$ cat src/rtl/irq_ctrl.sv
// irq_ctrl: memory-mapped interrupt aggregator on the device bus.
// Latches source requests into pending bits, masks them with an enable
// register, raises a registered interrupt line, and offers a claim register
// that returns and clears the lowest-index active source.
module irq_ctrl #(
  parameter int unsigned       DataWidth    = 32,
  parameter int unsigned       AddressWidth = 32,
  parameter int unsigned       NumSrc       = 8,
  parameter logic [NumSrc-1:0] SrcEdge      = '0
) (
  input  logic                    clk_i,
  input  logic                    rst_ni,
  input  logic                    irq_req_i,
  input  logic [AddressWidth-1:0] irq_addr_i,
  input  logic                    irq_we_i,
  input  logic [DataWidth/8-1:0]  irq_be_i,
  input  logic [DataWidth-1:0]    irq_wdata_i,
  output logic                    irq_rvalid_o,
  output logic [DataWidth-1:0]    irq_rdata_o,
  output logic                    irq_err_o,
  input  logic [NumSrc-1:0]       src_i,
  output logic                    irq_o
);

  localparam logic [9:0] RegPending = 10'h000;
  localparam logic [9:0] RegEnable  = 10'h004;
  localparam logic [9:0] RegClaim   = 10'h008;
  localparam logic [9:0] RegStatus  = 10'h00C;

  logic [9:0]           offset;
  logic [DataWidth-1:0] be_mask;
  logic [NumSrc-1:0]    be_src, wdata_src;
  logic [NumSrc-1:0]    src_q, pending_q, enable_q;
  logic [NumSrc-1:0]    pending_d, enable_d;
  logic [NumSrc-1:0]    active, set, w1c, claim_onehot, clr;
  logic [DataWidth-1:0] claim_id, rdata_d;
  logic                 claim_rd, err_d;
  logic                 unused_bits;

  assign offset      = irq_addr_i[9:0];
  assign unused_bits = ^{irq_addr_i[AddressWidth-1:10],
                         irq_wdata_i[DataWidth-1:NumSrc],
                         be_mask[DataWidth-1:NumSrc]};

  // Expand byte enables into a per-bit write mask.
  always_comb begin
    be_mask = '0;
    for (int unsigned b = 0; b < DataWidth / 8; b++) begin
      be_mask[b*8 +: 8] = {8{irq_be_i[b]}};
    end
  end

  assign be_src    = be_mask[NumSrc-1:0];
  assign wdata_src = irq_wdata_i[NumSrc-1:0];
  assign active    = pending_q & enable_q;
  assign set       = (src_i & ~src_q & SrcEdge) | (src_i & ~SrcEdge);

  // Lowest-index active source: its ID for a claim read and its clear mask.
  always_comb begin
    claim_id     = '0;
    claim_onehot = '0;
    for (int unsigned i = 0; i < NumSrc; i++) begin
      if (active[i] && (claim_onehot == '0)) begin
        claim_id        = DataWidth'(i + 1);
        claim_onehot[i] = 1'b1;
      end
    end
  end

  // Bus decode: response data, error flag and register side effects.
  // NOTE: every variable gets a default at the top of the block so no path
  // leaves one unassigned, which would otherwise infer a latch.
  always_comb begin
    rdata_d  = '0;
    err_d    = 1'b0;
    w1c      = '0;
    claim_rd = 1'b0;
    enable_d = enable_q;
    if (irq_req_i) begin
      case (offset)
        RegPending: begin
          if (irq_we_i) w1c = be_src & wdata_src;
          else          rdata_d[NumSrc-1:0] = pending_q;
        end
        RegEnable: begin
          if (irq_we_i) enable_d = (enable_q & ~be_src) | (wdata_src & be_src);
          else          rdata_d[NumSrc-1:0] = enable_q;
        end
        RegClaim: begin
          if (irq_we_i) begin
            err_d = 1'b1;
          end else begin
            rdata_d  = claim_id;
            claim_rd = 1'b1;
          end
        end
        RegStatus: begin
          if (irq_we_i) err_d = 1'b1;
          else          rdata_d[1:0] = {|active, irq_o};
        end
        default: err_d = 1'b1;
      endcase
    end
  end

  // A new set outranks a clear arriving in the same cycle.
  assign clr       = w1c | (claim_rd ? claim_onehot : '0);
  assign pending_d = set | (pending_q & ~clr);

  // Control state and handshake with asynchronous reset.
  // NOTE: sequential state uses non-blocking assignments so every register
  // samples pre-edge values regardless of statement order.
  always_ff @(posedge clk_i or negedge rst_ni) begin
    if (!rst_ni) begin
      src_q        <= '0;
      pending_q    <= '0;
      enable_q     <= '0;
      irq_o        <= 1'b0;
      irq_rvalid_o <= 1'b0;
    end else begin
      src_q        <= src_i;
      pending_q    <= pending_d;
      enable_q     <= enable_d;
      irq_o        <= |active;
      irq_rvalid_o <= irq_req_i;
    end
  end

  // Response payload, captured only on a request.
  // NOTE: rdata/err carry no reset; they are qualified by irq_rvalid_o,
  // which is reset, so leaving the datapath unreset is safe.
  always_ff @(posedge clk_i) begin
    if (irq_req_i) begin
      irq_rdata_o <= rdata_d;
      irq_err_o   <= err_d;
    end
  end

  // Parameter sanity: 32-bit bus and 1..31 sources.
  always_ff @(posedge clk_i) begin
    assert (DataWidth == 32 && NumSrc != 0 && NumSrc <= 31);
  end

endmodule

$ cat config.mk
export PLATFORM = sky130hd
export DESIGN_NAME = irq_ctrl
export DESIGN_NICKNAME = d
export VERILOG_FILES = /design/src/rtl/irq_ctrl.sv
export SDC_FILE = /design/constraint.sdc
export NUM_CORES = 1
export LEC_CHECK = 0
export ABC_AREA = 1
export CORE_ASPECT_RATIO = 0.9
export CORE_MARGIN = 1
export CORE_UTILIZATION = 39
export DETAILED_ROUTE_END_ITERATION = 6
export PLACE_DENSITY = 0.84
export SLEW_MARGIN = 20
export SYNTH_ARGS = -nofsm -noshare
export SYNTH_HDL_FRONTEND = slang
export SYNTH_SLANG_ARGS = --single-unit
$ cat constraint.sdc
create_clock -name clk_i -period 4.05 [get_ports clk_i]
set_input_delay 0.405 -clock clk_i [delete_from_list [all_inputs] [get_ports clk_i]]
set_output_delay 0.405 -clock clk_i [all_outputs]
set_load 0.02 [all_outputs]
Yosys cells after proc, flatten, opt, wreduce, memory -nomap -nowiden
Cells that the tools add are included.
{"block": "word_totals", "ramBits": 0, "rom_bits": 0, "inputBits": 80, "ff_bits": 51, "latch_bits": 0, "n_memories": 0, "wordCells": 71, "out_inout_bits": 35}
{"block": "classes", "reduce_logical": 19, "n_eq_ne": 3, "bitwise_logic": 11, "shifts": 0, "muxes": 31, "multipliers": 0, "magnitude_cmp": 0, "n_addsub": 0, "div": 0}
{"operator": "$mux 8", "count": 13}
{"operator": "$and 8x8->8", "count": 4}
{"operator": "$or 8x8->8", "count": 3}
{"operator": "$eq 10x4->1 const B", "count": 2}
{"operator": "$pmux 6 s3", "count": 1}
{"operator": "$not 8->8", "count": 2}
{"operator": "$mux 1", "count": 13}
{"operator": "$eq 10x3->1 const B", "count": 1}
{"operator": "$logic_not 10->1", "count": 1}
{"operator": "$reduce_or 9->1", "count": 1}
{"operator": "$pmux 2 s4", "count": 1}
{"operator": "$reduce_or 8->1", "count": 1}
{"operator": "$logic_and 1x1->1", "count": 7}
{"operator": "$logic_not 7->1", "count": 1}
{"operator": "$logic_not 6->1", "count": 1}
{"operator": "$logic_not 5->1", "count": 1}
{"operator": "$logic_not 4->1", "count": 1}
{"operator": "$mux 2", "count": 2}
{"operator": "$reduce_or 2->1", "count": 2}
{"operator": "$logic_not 3->1", "count": 1}
{"operator": "$reduce_and 3->1", "count": 1}
{"operator": "$logic_not 2->1", "count": 1}
{"operator": "$not 1->1", "count": 2}
{"operator": "$pmux 1 s2", "count": 1}

Logic depth before layout (Yosys ltp)
Gate-level depths: netlist of run 1.
{"block": "logic_depth", "word_depth": 28, "mapped_depth": 9, "ltp_nobuf": 9}

Worst setup path after synthesis of run 1
OpenSTA, ideal clock, no wires.
{"block": "synth_path", "path_type": "reg-to-reg", "from": "register (tool-made name)", "to": "register irq_rdata_o[1] (data pin)", "period_less_slack_ps": 1356, "setup_ps": 252, "stages_incl_launch_ff": 9, "required_time_ps": 3798, "setup_slack_ps": 2694, "arrival_ps": 1104, "path_buffers": 0, "path_cell_list": "dfrtp_1 -> nand2_1 -> nand2_1 -> nor2_1 -> nand2_1 -> nand3_1 -> nand3_1 -> nand2_1 -> nand2_1"}
{"item": "end signal, assigned", "line": "134", "rtl": "irq_rdata_o <= rdata_d;"}
{"item": "end, declared", "line": "19", "rtl": "output logic [DataWidth-1:0] irq_rdata_o,"}

==> results of run 1 <==
[layer usage]
| metal | wire length [um] | global-route usage [%] | share of wire (%) |
|---|---|---|---|
| met1 | 1684 | 21.22 | 45 |
| met2 | 1780 | 27.80 | 48 |
| met3 | 242 | 2.454 | 6.5 |
| met4 | 15 | 4.657 | 0.40 |
| met5 | 0 | 0 | 0 |
[worst max-delay path: stages]
cell,delay (ns)
clkdlybuf4s50_1,0.67
nand3_1,0.24
clkinv_1,0.41
nand2_1,0.42
nand2_1,0.09
nand2_1,0.07
[worst paths after layout]
| path | to | slack (ns) | depth (start not counted) |
|---|---|---|---|
| worst max-delay path | flip-flop | 1.94 | 6 |
| worst min-delay path | flip-flop | 0.51 | 2 |
| worst max register to register | irq_rdata_o[1] | 2.40 | 8 |
| worst min register to register | flip-flop | 0.51 | 2 |
| max in group asynchronous | asynchronous set/reset pin | 2.91 | 1 |
| min in group asynchronous | pending_q[0] | 0.61 | 1 |
[cells by family (layout without fill, tap and decap cells)]
family                 Yosys count  in the layout
flip-flops                      27             27
buffers and inverters           44             60
AND/OR/NAND/NOR                135            135
AO/OA/AOI/OAI                   15             15
other                            1             24
[power groups by stage]
stage                     clock [mW]  sequential (mW)  combinational, mW
final                          0.156            0.287             0.0887
after floorplan                    0            0.299             0.0541
after CTS                      0.160            0.287             0.0888
after global placement             0            0.293             0.0877
after detailed placement           0            0.293             0.0886
after global routing           0.172            0.288             0.0957
[placed cells by master (no fill, tap or decap), types with 4 or more instances in the layout]
master            n
nand4_1          15
clkdlybuf4s50_1  41
inv_1            10
conb_1           24
nand2_1          67
nand3_1          21
nor2_1           21
a21oi_2           4
dfrtp_1          18
edfxtp_1          9
o21bai_1          8
[final cells by class]
cell class | count | area [um2] | share of cell area (%)
inverters | 15 | 61.31 | 2.839
repair buffers | 41 | 410.4 | 19.00
multi-input cells | 174 | 843.3 | 39.05
clock inverters | 1 | 7.507 | 0.3476
flip-flops and latches | 27 | 720.7 | 33.37
clock buffers | 3 | 41.29 | 1.912
well taps | 60 | 75.07 | 3.476
==> impl_metrics.csv, run 1 <==
group,metric,value,unit
synthesis,synth.area.top_cells,"dfrtp_1, edfxtp_1, nand2_1",
clocking,hold_buffers,0,
grt,antenna_found_initial,0,
critical_path,cp_max_fo,17,
grt,overflow,0,
timing,finalSetupViolCount,0,
clocking,cts_setup_buffers,0,
clocking,cts_root_buffer,"clkbuf_8",
route,routed_via_density,4.847,
grt,grt_max_degree,19,
clocking,clk_pin_slew,0.09,ns
pwr,power_density,246.3,nW/um2
place,dp_cells,317,
synthesis,yosys.area_share.xor_xnor,0,%
synthesis,synth_area,1759,um2
cells_and_area,layout-drive-gt1-share,8.429,%
route,drtAntennaViolNets,0,
synthesis,synth_top_area_share,25.60,%
synthesis,syn_inst,222,
timing,fin_setup_tns,0,ns
pwr,pwr-share-clk,29.3,%
pwr,peakVddDrop,0.0001188,V
synthesis,synthSimpleGateAreaFrac,36.34,%
route,drc,0,
timing,rsz0062_at_grt,"false",
clocking,clk_latency,0.27,ns
timing,worst_slew_pin_slew,0.8527,ns
cells_and_area,stdcell_count,321,
run_status,outcome,"finished clean",
critical_path,crit_type,"input port to flip-flop",
timing,relSlewSlack,42.97,%
grt,first_global_vias,1343,
place,dpl_worst_slack,1.655,ns
timing,max_freq,473.5,MHz
worst_hold_path,worstHoldPathType,"flip-flop to flip-flop",
place,hpwl,2830,um
pwr,swShare,26.18,%
critical_path,arrival,2.33,ns
synthesis,postSynthAreaPerCell,7.924,um2
die,ios,115,
critical_path,cp-startpoint,"irq_req_i",
cells_and_area,final_core_util,51.28,%
pwr,p_int,0.3927,mW
synthesis,ys_types,28,
pwr,combinationalPowerShare,16.7,%
timing,drv_slew,0,
place,routabilityCongestion,0.9096,
timing,fin_crit_sh,52.15,%
route,drt-initial-drc-count,104,
cells_and_area,fill_cells,409,
clocking,cts_tree,"built",
synthesis,yosysWarningCount,0,
clocking,cts-buffers-inserted,3,
clocking,clock_sinks,27,
synthesis,yosys_register_bits,27,
route,wire_per_inst,11.60,um
clocking,cts_htree_levels,1,
critical_path,end_kind,"flip-flop",
synthesis,synth.mux.area_fraction,0,%
pwr,switchingPower,0.1392,mW
synthesis,synth-edff-count,9,
timing,layout_setup_ws,1.938,ns
timing,fin_crit,2.112,ns
die,dieArea,4784,um2
timing,hold_viol,0,
cells_and_area,nets,342,
synthesis,yosysTopAreaCell,"dfrtp_1",
die,start_util,41.77,%
cells_and_area,fin_area,2160,um2
die,std_cell_rows,22,
route,dr.pass1.iters,4,
die,coreArea,4212,um2
route,vias,1556,
critical_path,start_kind,"input port",
die,chipHeight,65.72,um
synthesis,synth_top_family_by_area,"simple AND/OR/NAND/NOR gates",
synthesis,yosysSeqAreaShare,40.97,%
synthesis,synthTopCellsByCount,"nand2_1, buf_4, nand3_1, nor2_1, dfrtp_1",
cells_and_area,antenna_cells,0,
place,numPortBuffers,41,
pwr,p_total,0.5319,mW
timing,fin_skew,0.001740,ns
clocking,cts_resized,0,
synthesis,synthAdderAreaFrac,0,%
clocking,clock_path_buffers,2,
synthesis,synth_compound_area_share,6.472,%
route,wirelength,3723,um
place,placed_cell_area,2111,um2
synthesis,synth.most_common_cell,"nand2_1",
pwr,p_seq_share,54.0,%
grt,grt_usage,16.24,%
pwr,leakagePower,1.014,nW
die,fp.dieW,72.80,um
critical_path,cp.required,4.27,ns
cells_and_area,synthToLayoutAreaGrowth,22.76,%
synthesis,synthArstFlopShare,66.67,%
timing,holdWs,0.5090,ns
run,max-cap-violations,0,
grt,grt_pass1_wl,5913,um
synthesis,synth_ff_type,"dfrtp_1",
(Power assumes the default switching activity.)
==> inputs of run 2 (changes only) <==
--- a/config.mk
+++ b/config.mk
@@ -8,9 +8,9 @@
 export ABC_AREA = 1
 export CORE_ASPECT_RATIO = 0.9
 export CORE_MARGIN = 1
-export CORE_UTILIZATION = 39
+export CORE_UTILIZATION = 33
 export DETAILED_ROUTE_END_ITERATION = 6
-export PLACE_DENSITY = 0.84
+export PLACE_DENSITY = 0.75
 export SLEW_MARGIN = 20
 export SYNTH_ARGS = -nofsm -noshare
 export SYNTH_HDL_FRONTEND = slang
==> constraint.sdc (replaced) <==
create_clock -name clk_i -period 1.7 [get_ports clk_i]
set_input_delay 0.17 -clock clk_i [delete_from_list [all_inputs] [get_ports clk_i]]
set_output_delay 0.17 -clock clk_i [all_outputs]
set_load 0.02 [all_outputs]
==> run 2 against run 1 <==
Clock power is 140% higher; die area is 18% higher; via count is 2.1% higher.
==> impl_metrics.csv, run 2 (synthesis gave the netlist of run 1 again) <==
group,metric,value,unit
run_status,outcome,"finished clean",
critical_path,cp-startpoint,"irq_addr_i[1]",
route,wire_per_inst,11.76,um
place,dp_cells,336,
route,drc,0,
critical_path,cpMostUsedCell,"a21oi_2",
timing,fin_crit,1.511,ns
critical_path,crit_type,"input port to flip-flop",
timing,rsz0062_at_grt,"false",
cells_and_area,layout_common_cells,"nand2_1, clkdlybuf4s50_1, conb_1",
die,fp.dieW,78.96,um
cells_and_area,layout_commonest_cell,"nand2_1",
clocking,cts_htree_levels,1,
grt,first_global_vias,1497,
timing,hold_viol,0,
clocking,cts_root_buffer,"clkbuf_8",
timing,fin_crit_sh,88.86,%
grt,grt_usage,15.32,%
critical_path,critPathTopFamily,"buffers and inverters",
clocking,cts_tree,"built",
route,vias,1588,
critical_path,critPathCapture,"irq_rdata_o[5]",
pwr,peakVddDrop,0.0003065,V
critical_path,reg2reg_depth,8,
cells_and_area,stdcell_count,340,
critical_path,reg2reg_slack,0.19,ns
critical_path,cpPeakStageDelay,0.44,ns
pwr,swShare,26.15,%
pwr,power_density,564.1,nW/um2
clocking,clock_sinks,27,
clocking,clk_latency,0.28,ns
timing,fin_skew,0.005915,ns
critical_path,start_kind,"input port",
die,coreArea,4985,um2
pwr,p_seq_share,53.3,%
critical_path,rr_endpoint,"irq_rdata_o[1]",
critical_path,worst-path-stages,8,
clocking,clk_pin_slew,0.09,ns
route,routed_via_density,4.671,
critical_path,crit_chain,"clkdlybuf4s50_1, nor2_4, inv_1, nor2_1, nand2_1, a21oi_2, inv_2, a21oi_2",
worst_hold_path,worstHoldPathType,"input port to asynchronous set/reset pin",
cells_and_area,synthToLayoutAreaGrowth,29.30,%
die,start_util,35.29,%
route,dr.pass1.iters,5,
place,hpwl,3085,um
route,drt-initial-drc-count,108,
timing,finalSetupViolCount,0,
grt,grt_pass1_wl,6768,um
cells_and_area,antenna_cells,0,
run,max-cap-violations,0,
pwr,pwr-share-clk,29.1,%
clocking,hold_buffers,0,
die,chipHeight,71.27,um
critical_path,arrival,1.63,ns
route,wirelength,3997,um
timing,max_freq,661.9,MHz
cells_and_area,nets,356,
grt,overflow,0,
grt,grt_max_degree,19,
critical_path,crit_buf_inv,3,
place,routabilityCongestion,0.8744,
critical_path,end_kind,"flip-flop",
place,numPortBuffers,41,
critical_path,cp_slowest_cell,"clkdlybuf4s50_1",
pwr,p_total,1.283,mW
route,drtAntennaViolNets,0,
pwr,combinationalPowerShare,17.5,%
timing,drv_slew,0,
critical_path,cp.required,1.82,ns
pwr,switchingPower,0.3356,mW
critical_path,cp_max_fo,5,
cells_and_area,fill_cells,517,
grt,antenna_found_initial,0,
die,dieArea,5627,um2
clocking,clock_path_buffers,2,
die,ios,115,
cells_and_area,layout-drive-gt1-share,13.09,%
clocking,cts-buffers-inserted,3,
pwr,leakagePower,1.092,nW
die,std_cell_rows,24,
pwr,p_int,0.9475,mW
run 2: cell count changes in the layout (fill, tap and decap cells not counted), sizes merged:
| cell | delta |
|---|---|
| clkinvlp | -1 |
| clkbuf | +1 |
| buf | +14 |
run 2: worst min path at each step:
| stage | end | slack [ns] |
|---|---|---|
| final | pending_q[1] | 0.22 |
| after global routing | asynchronous set/reset pin | 0.24 |
| after CTS | pending_q[1] | 0.23 |
| after detailed placement | flip-flop | 0.49 |
| after global placement | flip-flop | 0.48 |
| after floorplan | asynchronous set/reset pin | -0.13 |
run 2: area by class of cell:
| type | instances | area [um2] | area share (%) |
|---|---|---|---|
| tap | 65 | 81.33 | 3.575 |
| clock buffer | 4 | 45.04 | 1.980 |
| inverter | 15 | 61.31 | 2.695 |
| timing repair buffer | 55 | 515.5 | 22.66 |
| multi-input combinational | 174 | 850.8 | 37.40 |
| sequential | 27 | 720.7 | 31.68 |
run 2: timing repair:
item | in CTS | in global routing
setup endpoints to repair | 0 | 4
buffers inserted | 0 | 0
resized for setup | 0 | 2
run 2: through the flow:
stage	hold slack, ns	cell area, um2	utilization, %	setup WS (ns)	TNS [ns]
6_report	0.2182	2275	45.63	0.1893	0
5_1_grt	0.2427	2275	45.63	0.03374	0
4_1_cts	0.2289	2267	45.48	0.05300	0
3_5_place_dp	0.4866	2222	44.58	-0.07088	-0.8720
3_3_place_gp	0.4768	2222	44.58	-0.01752	-0.04502
2_1_floorplan	-0.1256	1846	-	0.3440	0
run 2: layer usage:
metal,part of all wire [%],vias up,track usage (%),wire length (um)
met2,45,69,25.10,1803
met3,7.9,8,3.185,315
met5,0,-,0,0
li1,-,789,-,-
met1,45,722,20.57,1813
met4,1.6,0,4.242,65
run 2: power groups by stage:
stage	Sequential, mW	Clock [mW]	Combinational (mW)
floorplan	0.712	0	0.129
global placement	0.698	0	0.223
detailed placement	0.698	0	0.224
CTS	0.685	0.372	0.225
global route	0.686	0.388	0.241
finish	0.684	0.374	0.225
